--- config.mk ---
export PLATFORM = sky130hd
export DESIGN_NAME = fabric_reset_sequencer
export DESIGN_NICKNAME = d
export VERILOG_FILES = /design/src/rtl/fabric_reset_sequencer.sv
export SDC_FILE = /design/constraint.sdc
export NUM_CORES = 1
export LEC_CHECK = 0
export ABC_AREA = 1
export CELL_PAD_IN_SITES_DETAIL_PLACEMENT = 1
export CELL_PAD_IN_SITES_GLOBAL_PLACEMENT = 1
export CORE_UTILIZATION = 46
export CTS_CLUSTER_SIZE = 10
export DETAILED_ROUTE_END_ITERATION = 16
export PLACE_DENSITY_LB_ADDON = 0.1
export SYNTH_ARGS = -nofsm -noshare
export SYNTH_HDL_FRONTEND = slang
export SYNTH_SLANG_ARGS = --single-unit
--- constraint.sdc ---
create_clock -name FAB_CLK -period 5.2 [get_ports FAB_CLK]
set_clock_uncertainty 0.1 [all_clocks]
set_input_delay 1.04 -clock FAB_CLK [delete_from_list [all_inputs] [get_ports FAB_CLK]]
set_output_delay 1.04 -clock FAB_CLK [all_outputs]
set_load 0.005 [all_outputs]
--- src/rtl/fabric_reset_sequencer.sv ---
// -----------------------------------------------------------------------------
// fabric_reset_sequencer
//
// Produces staged, synchronously released resets for fabric logic that sits
// downstream of the MSS. The core domain is released first, then the
// peripheral domain. Release waits for PLL lock. A lock timeout raises a
// sticky fault. A rising edge on the software request forces a fixed-length
// reset pulse. Losing lock after release restarts the whole sequence.
//
// Ports
//   FAB_CLK         in   fabric clock, the only clock
//   MSS_RESET_N     in   asynchronous active-low reset from the MSS
//   PLL_LOCK        in   PLL lock, asynchronous to FAB_CLK
//   SW_RESET_REQ    in   software reset request level, asynchronous
//   CORE_RESET_N    out  registered active-low reset, core domain
//   PERIPH_RESET_N  out  registered active-low reset, peripheral domain
//   READY           out  high only in RUN
//   FAULT           out  high only in FAULT
//   STATE           out  current state encoding for debug/readback
// -----------------------------------------------------------------------------
module fabric_reset_sequencer #(
   parameter int SYNC_STAGES  = 2,
   parameter int LOCK_TIMEOUT = 1000,
   parameter int CORE_DELAY   = 16,
   parameter int PERIPH_DELAY = 32,
   parameter int SW_PULSE     = 8,
   parameter int CNT_W        = 16
) (
   input  logic       FAB_CLK,
   input  logic       MSS_RESET_N,
   input  logic       PLL_LOCK,
   input  logic       SW_RESET_REQ,
   output logic       CORE_RESET_N,
   output logic       PERIPH_RESET_N,
   output logic       READY,
   output logic       FAULT,
   output logic [2:0] STATE
);

   typedef enum logic [2:0] {
      S_WAIT_LOCK = 3'd0,
      S_STAGE1    = 3'd1,
      S_STAGE2    = 3'd2,
      S_RUN       = 3'd3,
      S_SW_RST    = 3'd4,
      S_FAULT     = 3'd5
   } state_t;

   // Terminal counts for each timed state, sized to the counter.
   localparam logic [CNT_W-1:0] LOCK_LAST   = CNT_W'(LOCK_TIMEOUT - 1);
   localparam logic [CNT_W-1:0] CORE_LAST   = CNT_W'(CORE_DELAY - 1);
   localparam logic [CNT_W-1:0] PERIPH_LAST = CNT_W'(PERIPH_DELAY - 1);
   localparam logic [CNT_W-1:0] SW_LAST     = CNT_W'(SW_PULSE - 1);
   localparam logic [CNT_W-1:0] CNT_MAX     = '1;

   logic [SYNC_STAGES-1:0] rst_sync_q;
   logic [SYNC_STAGES-1:0] lock_sync_q;
   logic [SYNC_STAGES-1:0] sw_sync_q;
   logic                   sw_prev_q;

   logic                   rst_rel;
   logic                   lock_s;
   logic                   sw_s;
   logic                   sw_edge;

   state_t                 state_q, state_d;
   logic [CNT_W-1:0]       cnt_q, cnt_d;
   logic                   core_q, core_d;
   logic                   periph_q, periph_d;
   logic                   ready_q, ready_d;
   logic                   fault_q, fault_d;

   // Reset-release synchronizer plus the two input synchronizers. All are
   // cleared asynchronously; the reset chain shifts in ones so that the FSM
   // only starts moving once release has crossed into FAB_CLK.
   always_ff @(posedge FAB_CLK or negedge MSS_RESET_N) begin
      if (!MSS_RESET_N) begin
         rst_sync_q  <= '0;
         lock_sync_q <= '0;
         sw_sync_q   <= '0;
         sw_prev_q   <= 1'b0;
      end else begin
         rst_sync_q  <= {rst_sync_q[SYNC_STAGES-2:0], 1'b1};
         lock_sync_q <= {lock_sync_q[SYNC_STAGES-2:0], PLL_LOCK};
         sw_sync_q   <= {sw_sync_q[SYNC_STAGES-2:0], SW_RESET_REQ};
         sw_prev_q   <= sw_sync_q[SYNC_STAGES-1];
      end
   end

   assign rst_rel = rst_sync_q[SYNC_STAGES-1];
   assign lock_s  = lock_sync_q[SYNC_STAGES-1];
   assign sw_s    = sw_sync_q[SYNC_STAGES-1];
   assign sw_edge = sw_s & ~sw_prev_q;

   // State, counter and registered outputs.
   always_ff @(posedge FAB_CLK or negedge MSS_RESET_N) begin
      if (!MSS_RESET_N) begin
         state_q  <= S_WAIT_LOCK;
         cnt_q    <= '0;
         core_q   <= 1'b0;
         periph_q <= 1'b0;
         ready_q  <= 1'b0;
         fault_q  <= 1'b0;
      end else begin
         state_q  <= state_d;
         cnt_q    <= cnt_d;
         core_q   <= core_d;
         periph_q <= periph_d;
         ready_q  <= ready_d;
         fault_q  <= fault_d;
      end
   end

   // Next-state logic. Lock loss is checked before the software edge so it
   // wins when both arrive together. SW_RST ignores everything until its
   // pulse completes; FAULT only leaves on a software edge.
   always_comb begin
      state_d = state_q;
      if (rst_rel) begin
         case (state_q)
            S_WAIT_LOCK: begin
               if (lock_s)                  state_d = S_STAGE1;
               else if (cnt_q == LOCK_LAST) state_d = S_FAULT;
            end
            S_STAGE1: begin
               if (!lock_s)                 state_d = S_WAIT_LOCK;
               else if (sw_edge)            state_d = S_SW_RST;
               else if (cnt_q == CORE_LAST) state_d = S_STAGE2;
            end
            S_STAGE2: begin
               if (!lock_s)                   state_d = S_WAIT_LOCK;
               else if (sw_edge)              state_d = S_SW_RST;
               else if (cnt_q == PERIPH_LAST) state_d = S_RUN;
            end
            S_RUN: begin
               if (!lock_s)       state_d = S_WAIT_LOCK;
               else if (sw_edge)  state_d = S_SW_RST;
            end
            S_SW_RST: begin
               if (cnt_q == SW_LAST) state_d = S_WAIT_LOCK;
            end
            S_FAULT: begin
               if (sw_edge) state_d = S_WAIT_LOCK;
            end
            default: state_d = S_WAIT_LOCK;
         endcase
      end
   end

   // Counter restarts on every state change and saturates instead of wrapping.
   always_comb begin
      cnt_d = cnt_q;
      if (!rst_rel || (state_d != state_q)) begin
         cnt_d = '0;
      end else if (cnt_q != CNT_MAX) begin
         cnt_d = cnt_q + 1'b1;
      end
   end

   // Outputs are decoded from the next state so each release or assertion
   // lands on the same edge as the transition. Peripheral release is a
   // subset of core release, so the ordering can never invert.
   always_comb begin
      core_d   = 1'b0;
      periph_d = 1'b0;
      ready_d  = 1'b0;
      fault_d  = 1'b0;
      case (state_d)
         S_STAGE2: core_d = 1'b1;
         S_RUN: begin
            core_d   = 1'b1;
            periph_d = 1'b1;
            ready_d  = 1'b1;
         end
         S_FAULT: fault_d = 1'b1;
         default: ;
      endcase
   end

   assign CORE_RESET_N   = core_q;
   assign PERIPH_RESET_N = periph_q;
   assign READY          = ready_q;
   assign FAULT          = fault_q;
   assign STATE          = state_q;

endmodule

Word-level counts from Yosys, hierarchy flattened
Cells that the tools add are included.

word-level totals
  flip-flop bits (word level) = 29

operators by class
  reductions and logical operators = 5
  bitwise gates (word level) = 2
  multiplexer cells = 19
  add/subtract/negate cells = 1
  eq/ne operators = 14

operators by type and width
  cell                   count
  $mux 3                 13
  $mux 16                2
  $pmux 3 s6             1
  $add 16x1->16 const B  1
  $eq 16x10->1 const B   1
  $eq 16x3->1 const B    1
  $eq 16x4->1 const B    1
  $eq 16x5->1 const B    1
  $ne 16x16->1 const B   1
  $eq 3x2->1 const B     4
  $eq 3x3->1 const B     3
  $eq 3x1->1 const B     1
  $logic_not 3->1        1
  $mux 1                 3
  $ne 3x3->1             1
  $reduce_bool 2->1      1
  $reduce_or 2->1        1
  $and 1x1->1            1
  $logic_not 1->1        1
  $logic_or 1x1->1       1
  $not 1->1              1

Logic depth before layout (Yosys ltp)
Gate-level depths: netlist (run 1).

  depth in word-level cells = 9
  gate-level depth with buffers = 13
  gate-level depth less buffers = 13

Worst setup path after synthesis (run 1)
OpenSTA, ideal clock, no wires.

  path type = register to register
  start point = reg cnt_q[0]
  end point = reg cnt_q[2]
  data required time = 4.978 ns
  data arrival time = 1.538 ns
  slack = 3.440 ns
  setup time = 0.122 ns
  stages on the path, launching flop included = 13
  cell sequence = dfrtp_1 -> ha_1 -> nand2_1 -> inv_2 -> nand2_1 -> nor2_1 -> nand2_1 -> nand2_1 -> nand2_1 -> nand4_1 -> nand3_4 -> buf_6 -> nor2_2

between the ends
  longest elaborated chain between the ends = 9
  elaborated cells on any way between the ends = 22
  those cells by class = add/sub: 1; eq/ne: 6; mux: 13; reduce/logical: 2

RTL lines
  item                                          line      text
  from (decl)                                   67        logic [CNT_W-1:0] cnt_q, cnt_d;
  from (signal assigned)                        106       cnt_q <= cnt_d;
  $eq 16x5->1 or $eq 16x4->1 (tied branches)    133, 128
  $mux 3, on equally long branches              133, 128
  $mux 3, on equally long branches              132, 127
  $mux 3, on equally long branches              131, 126
  $pmux 3 s6                                    120       case (state_q)
  $mux 3                                        119       if (rst_rel) begin
  $ne 3x3->1                                    153       if (!rst_rel || (state_d != state_q)) begin
  $logic_or 1x1->1                              153
  $mux 16 or $reduce_bool 2->1 (tied branches)  -

Several ways; a longest one is shown, not always the timed one. The select of a mux whose other input is x is not followed.
A chain may end at the register's enable or synchronous reset.

Worst setup path after layout (run 1)
  start point = reg state_q[0], in the netlist STATE[0]
  end point = out STATE[0]

RTL lines
  item                    line  text
  from (decl)             66    state_t state_q, state_d;
  from (signal assigned)  105   state_q <= state_d;
  to (decl)               37    output logic [2:0] STATE

No word-level cell between the ends.

==> flow_metrics.env, run 1 <==
export IMPL_ys_seq_area_share_pct=44.34
export IMPL_wire_per_inst_um=14.52
export IMPL_rsz0062_at_grt="false"
export IMPL_intPower_mw=0.3607
export IMPL_syn_nets=218
export IMPL_cts_made_buffers=5
export IMPL_postRouteAntennaNets=0
export IMPL_cp_start_kind="flop"
export IMPL_postCtsSetupBuffers=0
export IMPL_power_share_sequential_pct=47.0
export IMPL_tritoncts="done"
export IMPL_die_area_um2=3800
export IMPL_final_nets=234
export IMPL_crit_arrival_ps=1390
export IMPL_grt_pass1_wl_mm=6.775
export IMPL_drt_iter0_markers=73
export IMPL_place_hpwl_mm=3.073
export IMPL_slowest_stage="clkdlybuf4s50_1"
export IMPL_p_clk_share_pct=22.8
export IMPL_power_density_nw_per_um2=313.3
export IMPL_p_total_mw=0.5747
export IMPL_path_clk_slew_ps=90
export IMPL_fin_crit_sh_pct=48.59
export IMPL_dieHeight_um=61.65
export IMPL_final_hold_viol_count=0
export IMPL_synth_seq_cells=29
export IMPL_syn_cell_area_um2=1637
export IMPL_async_flop_share_pct=100.0
export IMPL_irDropWorstVdd_v=0.0002298
export IMPL_synthTopCellsByArea="dfrtp_1, nand2_1, nor2_1, inv_1, nor2_2"
export IMPL_clock_latency_ps=330
export IMPL_drtPass1Iterations=4
export IMPL_synth_top_area_cell="dfrtp_1"
export IMPL_grt_pass1_vias=1501
export IMPL_start_util_pct=48.66
export IMPL_final_cell_mix="nand2_1, nor2_1, dfrtp_1, inv_1, nand3_1"
export IMPL_synth_edf_count=0
export IMPL_worst_path_dominant_cell_family="buffers and inverters"
export IMPL_drcViolationCount=0
export IMPL_tns_ps=0
export IMPL_rows=21
export IMPL_die_x_um=61.65
export IMPL_cts_resized=0
export IMPL_grt_max_degree=30
export IMPL_slowest_delay_ps=560
export IMPL_gp_congestion=0.8049
export IMPL_overflow=0
export IMPL_fillers=459
export IMPL_fin_crit_ps=2526
export IMPL_maxSlewViolCount=0
export IMPL_max_cap_violations=0
export IMPL_swShare_pct=37.22
export IMPL_io_buffer_count=10
export IMPL_crit_required_ps=4060
export IMPL_layout_commonest_cell="nand2_1"
export IMPL_critPathKind="flop to output port"
export IMPL_cp_end_kind="output port"
export IMPL_viasPerCell=5.207
export IMPL_yosysTopAreaCellShare_pct=44.34
export IMPL_cp_max_fo=8
export IMPL_synth_distinct_cells=27
export IMPL_grtUsageTotal_pct=25.17
export IMPL_num_vias=1437
export IMPL_crit_buf_inv=1
export IMPL_syn_area_per_cell_um2=7.683
export IMPL_h_tree_depth=2
export IMPL_ctsHoldBuffers=0
export IMPL_status="finished, final reports clean"
export IMPL_antenna_found_initial=0
export IMPL_core_region_area_um2=3363
export IMPL_root_buffer="clkbuf_4"
export IMPL_drive_above_1_share_pct=15.22
export IMPL_syn_inst=213
export IMPL_setup_violations_final=0
export IMPL_area_growth_pct=12.08
export IMPL_ys_flop_type="dfrtp_1"
export IMPL_comb_power_share_pct=30.2
export IMPL_hold_path_class="flop to flop"
export IMPL_max_freq_mhz=395.8
export IMPL_switching_power_mw=0.2139
export IMPL_clkSinkCount=29
export IMPL_yosysWarnings=0
export IMPL_diodes=0
export IMPL_leakagePower_nw=0.8821
export IMPL_clk_path_buf_depth=2
export IMPL_drt_wl_total_mm=4.007
export IMPL_cp_cell_sequence="clkdlybuf4s50_1"
export IMPL_ios=11
cell type report:
type	instances	area, um^2	share of cell area, %
multi-input cells	153	783.3	42.70
flip-flops and latches	29	725.7	39.56
inverters	29	108.9	5.934
repair buffers	11	107.6	5.866
well taps	46	57.56	3.138
clock buffers	6	41.29	2.251
clock inverters	2	10.01	0.5457
synthesized netlist by cell type, types with 2 or more instances:
library cell and n:
a21oi_1 4, o21ai_0 10, nand3_2 3, nor2_1 31, nor4_1 3, nand2_1 50, xor2_1 2, nor3_4 2
nor3_2 2, inv_1 27, nand4_1 5, nor2_2 14, a31o_2 2, nand2_2 2, nand3_1 16, dfrtp_1 29
power groups by stage:
stage / Sequential, mW / Combinational (mW) / Clock (mW)
4_1_cts: 0.269 / 0.176 / 0.137
6_report: 0.270 / 0.173 / 0.131
5_1_grt: 0.273 / 0.198 / 0.145
3_3_place_gp: 0.271 / 0.163 / 0
2_1_floorplan: 0.269 / 0.116 / 0
3_5_place_dp: 0.274 / 0.174 / 0
metrics by stage:
step / utilization, % / setup WS (ps) / hold WS (ps) / std cells / area [um^2]
final: 54.54 / 2674 / 250.5 / 276 / 1834
after global routing: 54.54 / 2616 / 268.7 / 276 / 1834
after CTS: 54.54 / 2681 / 257.9 / 276 / 1834
after detailed placement: 53.01 / 3055 / 240.1 / 268 / 1783
after global placement: 53.01 / 3070 / 233.1 / 268 / 1783
after floorplan: - / 3440 / 231.2 / 213 / 1637
routing by layer:
metal / up-vias / track usage (%) / part of all wire [%]
li1: 704 / - / -
met1: 705 / 31.84 / 46
met2: 23 / 42.24 / 50
met3: 5 / 5.252 / 2.7
met4: 0 / 9.524 / 1.5
met5: - / 0 / 0
flip-flops by register name, indices dropped and copies added (netlist names):
name,cells
cnt_q,16
STATE,3
lock_sync_q,2
rst_sync_q,2
sw_sync_q,2
CORE_RESET_N,1
FAULT,1
READY,1
sw_prev_q,1
logic make-up after synthesis:
group / Yosys count / synth area share, %
and+or+nand+nor: 131 / 39.53
buffers and inverters: 31 / 7.798
DFF: 29 / 44.34
AOI/OAI and AO/OA: 17 / 5.735
xor gates and xnor gates: 3 / 1.606
adders and majority gates: 1 / 0.7644
other: 1 / 0.2291
worst paths after layout:
kind | slack [ps] | end | cells after the start | from
min in group asynchronous | 1000 | cnt_q[9]$_DFFE_PN0P_ | 2 | MSS_RESET_N
worst max register to register | 3160 | cnt_q[11]$_DFFE_PN0P_ | 11 | cnt_q[0]$_DFFE_PN0P_
worst max-delay path | 2670 | STATE[0] | 1 | STATE[0]$_DFF_PN0_
worst min register to register | 250 | lock_sync_q[1]$_DFF_PN0_ | 0 | lock_sync_q[0]$_DFF_PN0_
max in group asynchronous | 3720 | CORE_RESET_N$_DFF_PN0_ | 2 | MSS_RESET_N
worst min-delay path | 250 | lock_sync_q[1]$_DFF_PN0_ | 0 | lock_sync_q[0]$_DFF_PN0_
worst reg2reg max path, cell delays in order, from the launching register on:
cell and delay [ps]:
dfrtp_1 400, ha_1 240, nand3_1 150, nor2_1 130
nand2_1 100, nand2_1 90, nand2_1 70, nor2_2 120
nand2_1 90, nand3_2 80, nand3_4 230, nor2_2 180
(Power assumes the default switching activity.)
==> inputs of run 2 (changes only) <==
CORE_UTILIZATION = 43   (was 46)
clock period = 2.57 ns   (was 5.2 ns; I/O delays follow)
==> run 2 against run 1 <==
  * Via count up 0.90%
  * Hold slack about the same
  * Sequential cell count unchanged
  * Core utilization down 3.3 points
  * Clock-buffer cell count down 1
  * Global-route usage down 2.9 points
  * First-iteration DRC count down 48%
  * Final area up 2.3%
  * Critical path type is now flop to flop
==> flow_metrics.env, run 2 (synthesis gave the netlist of run 1 again) <==
export IMPL_fin_crit_ps=2031
export IMPL_die_x_um=63.69
export IMPL_grt_pass1_wl_mm=6.824
export IMPL_dieHeight_um=63.69
export IMPL_num_vias=1450
export IMPL_fin_crit_sh_pct=79.01
export IMPL_max_freq_mhz=492.5
export IMPL_postRouteAntennaNets=0
export IMPL_tns_ps=0
export IMPL_cts_resized=0
export IMPL_viasPerCell=5.216
export IMPL_grt_max_degree=30
export IMPL_io_buffer_count=10
export IMPL_final_hold_viol_count=0
export IMPL_crit_required_ps=2680
export IMPL_setup_slack_ps=539.4
export IMPL_path_clk_slew_ps=70
export IMPL_slowest_delay_ps=410
export IMPL_max_cap_violations=0
export IMPL_largest_reg_flops=16
export IMPL_root_buffer="clkbuf_8"
export IMPL_power_density_nw_per_um2=679.4
export IMPL_critPathKind="flop to flop"
export IMPL_p_total_mw=1.275
export IMPL_cp_max_fo=16
export IMPL_clock_latency_ps=290
export IMPL_place_worst_setup_slack_ps=530.8
export IMPL_status="finished, final reports clean"
export IMPL_wire_per_inst_um=13.99
export IMPL_start_util_pct=44.70
export IMPL_rows=22
export IMPL_diodes=0
export IMPL_die_area_um2=4056
export IMPL_tritoncts="done"
export IMPL_rsz0062_at_grt="false"
export IMPL_grtUsageTotal_pct=22.27
export IMPL_final_cell_mix="nand2_1, nor2_1, dfrtp_1, inv_1, nand3_1"
export IMPL_overflow=0
export IMPL_place_hpwl_mm=2.882
export IMPL_h_tree_depth=2
export IMPL_core_region_area_um2=3661
export IMPL_setup_violations_final=0
export IMPL_drive_above_1_share_pct=15.65
export IMPL_ctsHoldBuffers=0
export IMPL_cp_cell_sequence="ha_1 -> nand2_1 -> inv_2 -> nand2_1 -> nor2_1 -> nand2_1 -> nand2_1 -> nand3_1 -> nor2_1 -> nor2_1 -> nand3_4 -> nor2_1"
export IMPL_postCtsSetupBuffers=0
export IMPL_clkSinkCount=29
export IMPL_ios=11
export IMPL_area_growth_pct=14.68
export IMPL_clk_path_buf_depth=2
export IMPL_irDropWorstVdd_v=0.0003971
export IMPL_drt_wl_total_mm=3.888
export IMPL_cts_made_buffers=5
export IMPL_maxSlewViolCount=0
export IMPL_cp_start_kind="flop"
export IMPL_slowest_stage="dfrtp_1"
export IMPL_final_nets=234
export IMPL_grt_pass1_vias=1494
export IMPL_antenna_found_initial=0
export IMPL_drcViolationCount=0
export IMPL_drt_iter0_markers=38
export IMPL_layout_commonest_cell="nand2_1"
export IMPL_gp_congestion=0.8226
export IMPL_crit_arrival_ps=2140
export IMPL_hold_path_class="flop to flop"
export IMPL_cp_end_kind="flop"
export IMPL_leakagePower_nw=0.8865
export IMPL_regMostFlops="cnt_q"
export IMPL_drtPass1Iterations=4
-- run 2: cell count changes in the layout (fill, tap and decap cells not counted), sizes merged --
cell      before  now
clkinv         3    1
clkinvlp       0    3
clkbuf         6    5
-- run 2: through the flow --
| stage | util [%] | cells | cell area (um^2) | hold slack, ps |
|---|---|---|---|---|
| after floorplan | - | 213 | 1637 | 118.4 |
| after global placement | 48.77 | 270 | 1785 | 233.3 |
| after detailed placement | 48.77 | 270 | 1785 | 237.9 |
| after CTS | 51.26 | 278 | 1877 | 254.4 |
| after global routing | 51.26 | 278 | 1877 | 266.6 |
| final | 51.26 | 278 | 1877 | 250.8 |
-- run 2: worst paths after layout --
path,from,to,slack (ps),depth (start not counted)
min,rst_sync_q[0]$_DFF_PN0_,rst_sync_q[1]$_DFF_PN0_,250,0
max,cnt_q[0]$_DFFE_PN0P_,cnt_q[6]$_DFFE_PN0P_,540,12
max reg2reg,cnt_q[0]$_DFFE_PN0P_,cnt_q[6]$_DFFE_PN0P_,540,12
min in group asynchronous,MSS_RESET_N,STATE[1]$_DFF_PN0_,510,2
max in group asynchronous,MSS_RESET_N,STATE[2]$_DFF_PN0_,1580,2
min reg2reg,rst_sync_q[0]$_DFF_PN0_,rst_sync_q[1]$_DFF_PN0_,250,0
-- run 2: cell type report --
cell class | count | area, um^2
multi-input combinational | 153 | 783.3
timing repair buffer | 11 | 107.6
fill | 458 | 1784
inverter | 29 | 108.9
clock buffer | 5 | 68.82
sequential | 29 | 725.7
clock inverter | 3 | 22.52
tap | 48 | 60.06
-- run 2: power by group --
part / leakage [nW] / switching, mW / internal [mW]
combinational: 0.469 / 0.216 / 0.129
clock: 0.0364 / 0.193 / 0.189
sequential: 0.381 / 0.0495 / 0.498
-- run 2: critical path, delay by kind of cell (launching register included) --
family	cells	cell delay [ps]
fa+ha+maj	1	250
buf+inv	1	60
flops	1	410
simple gates	10	1120
-- run 2: routing by layer --
metal,wire length [um],vias up,track usage (%)
li1,-,707,-
met1,1822,712,28.78
met2,1865,23,35.11
met3,111,8,4.891
met5,0,-,0
met4,89,0,10.51
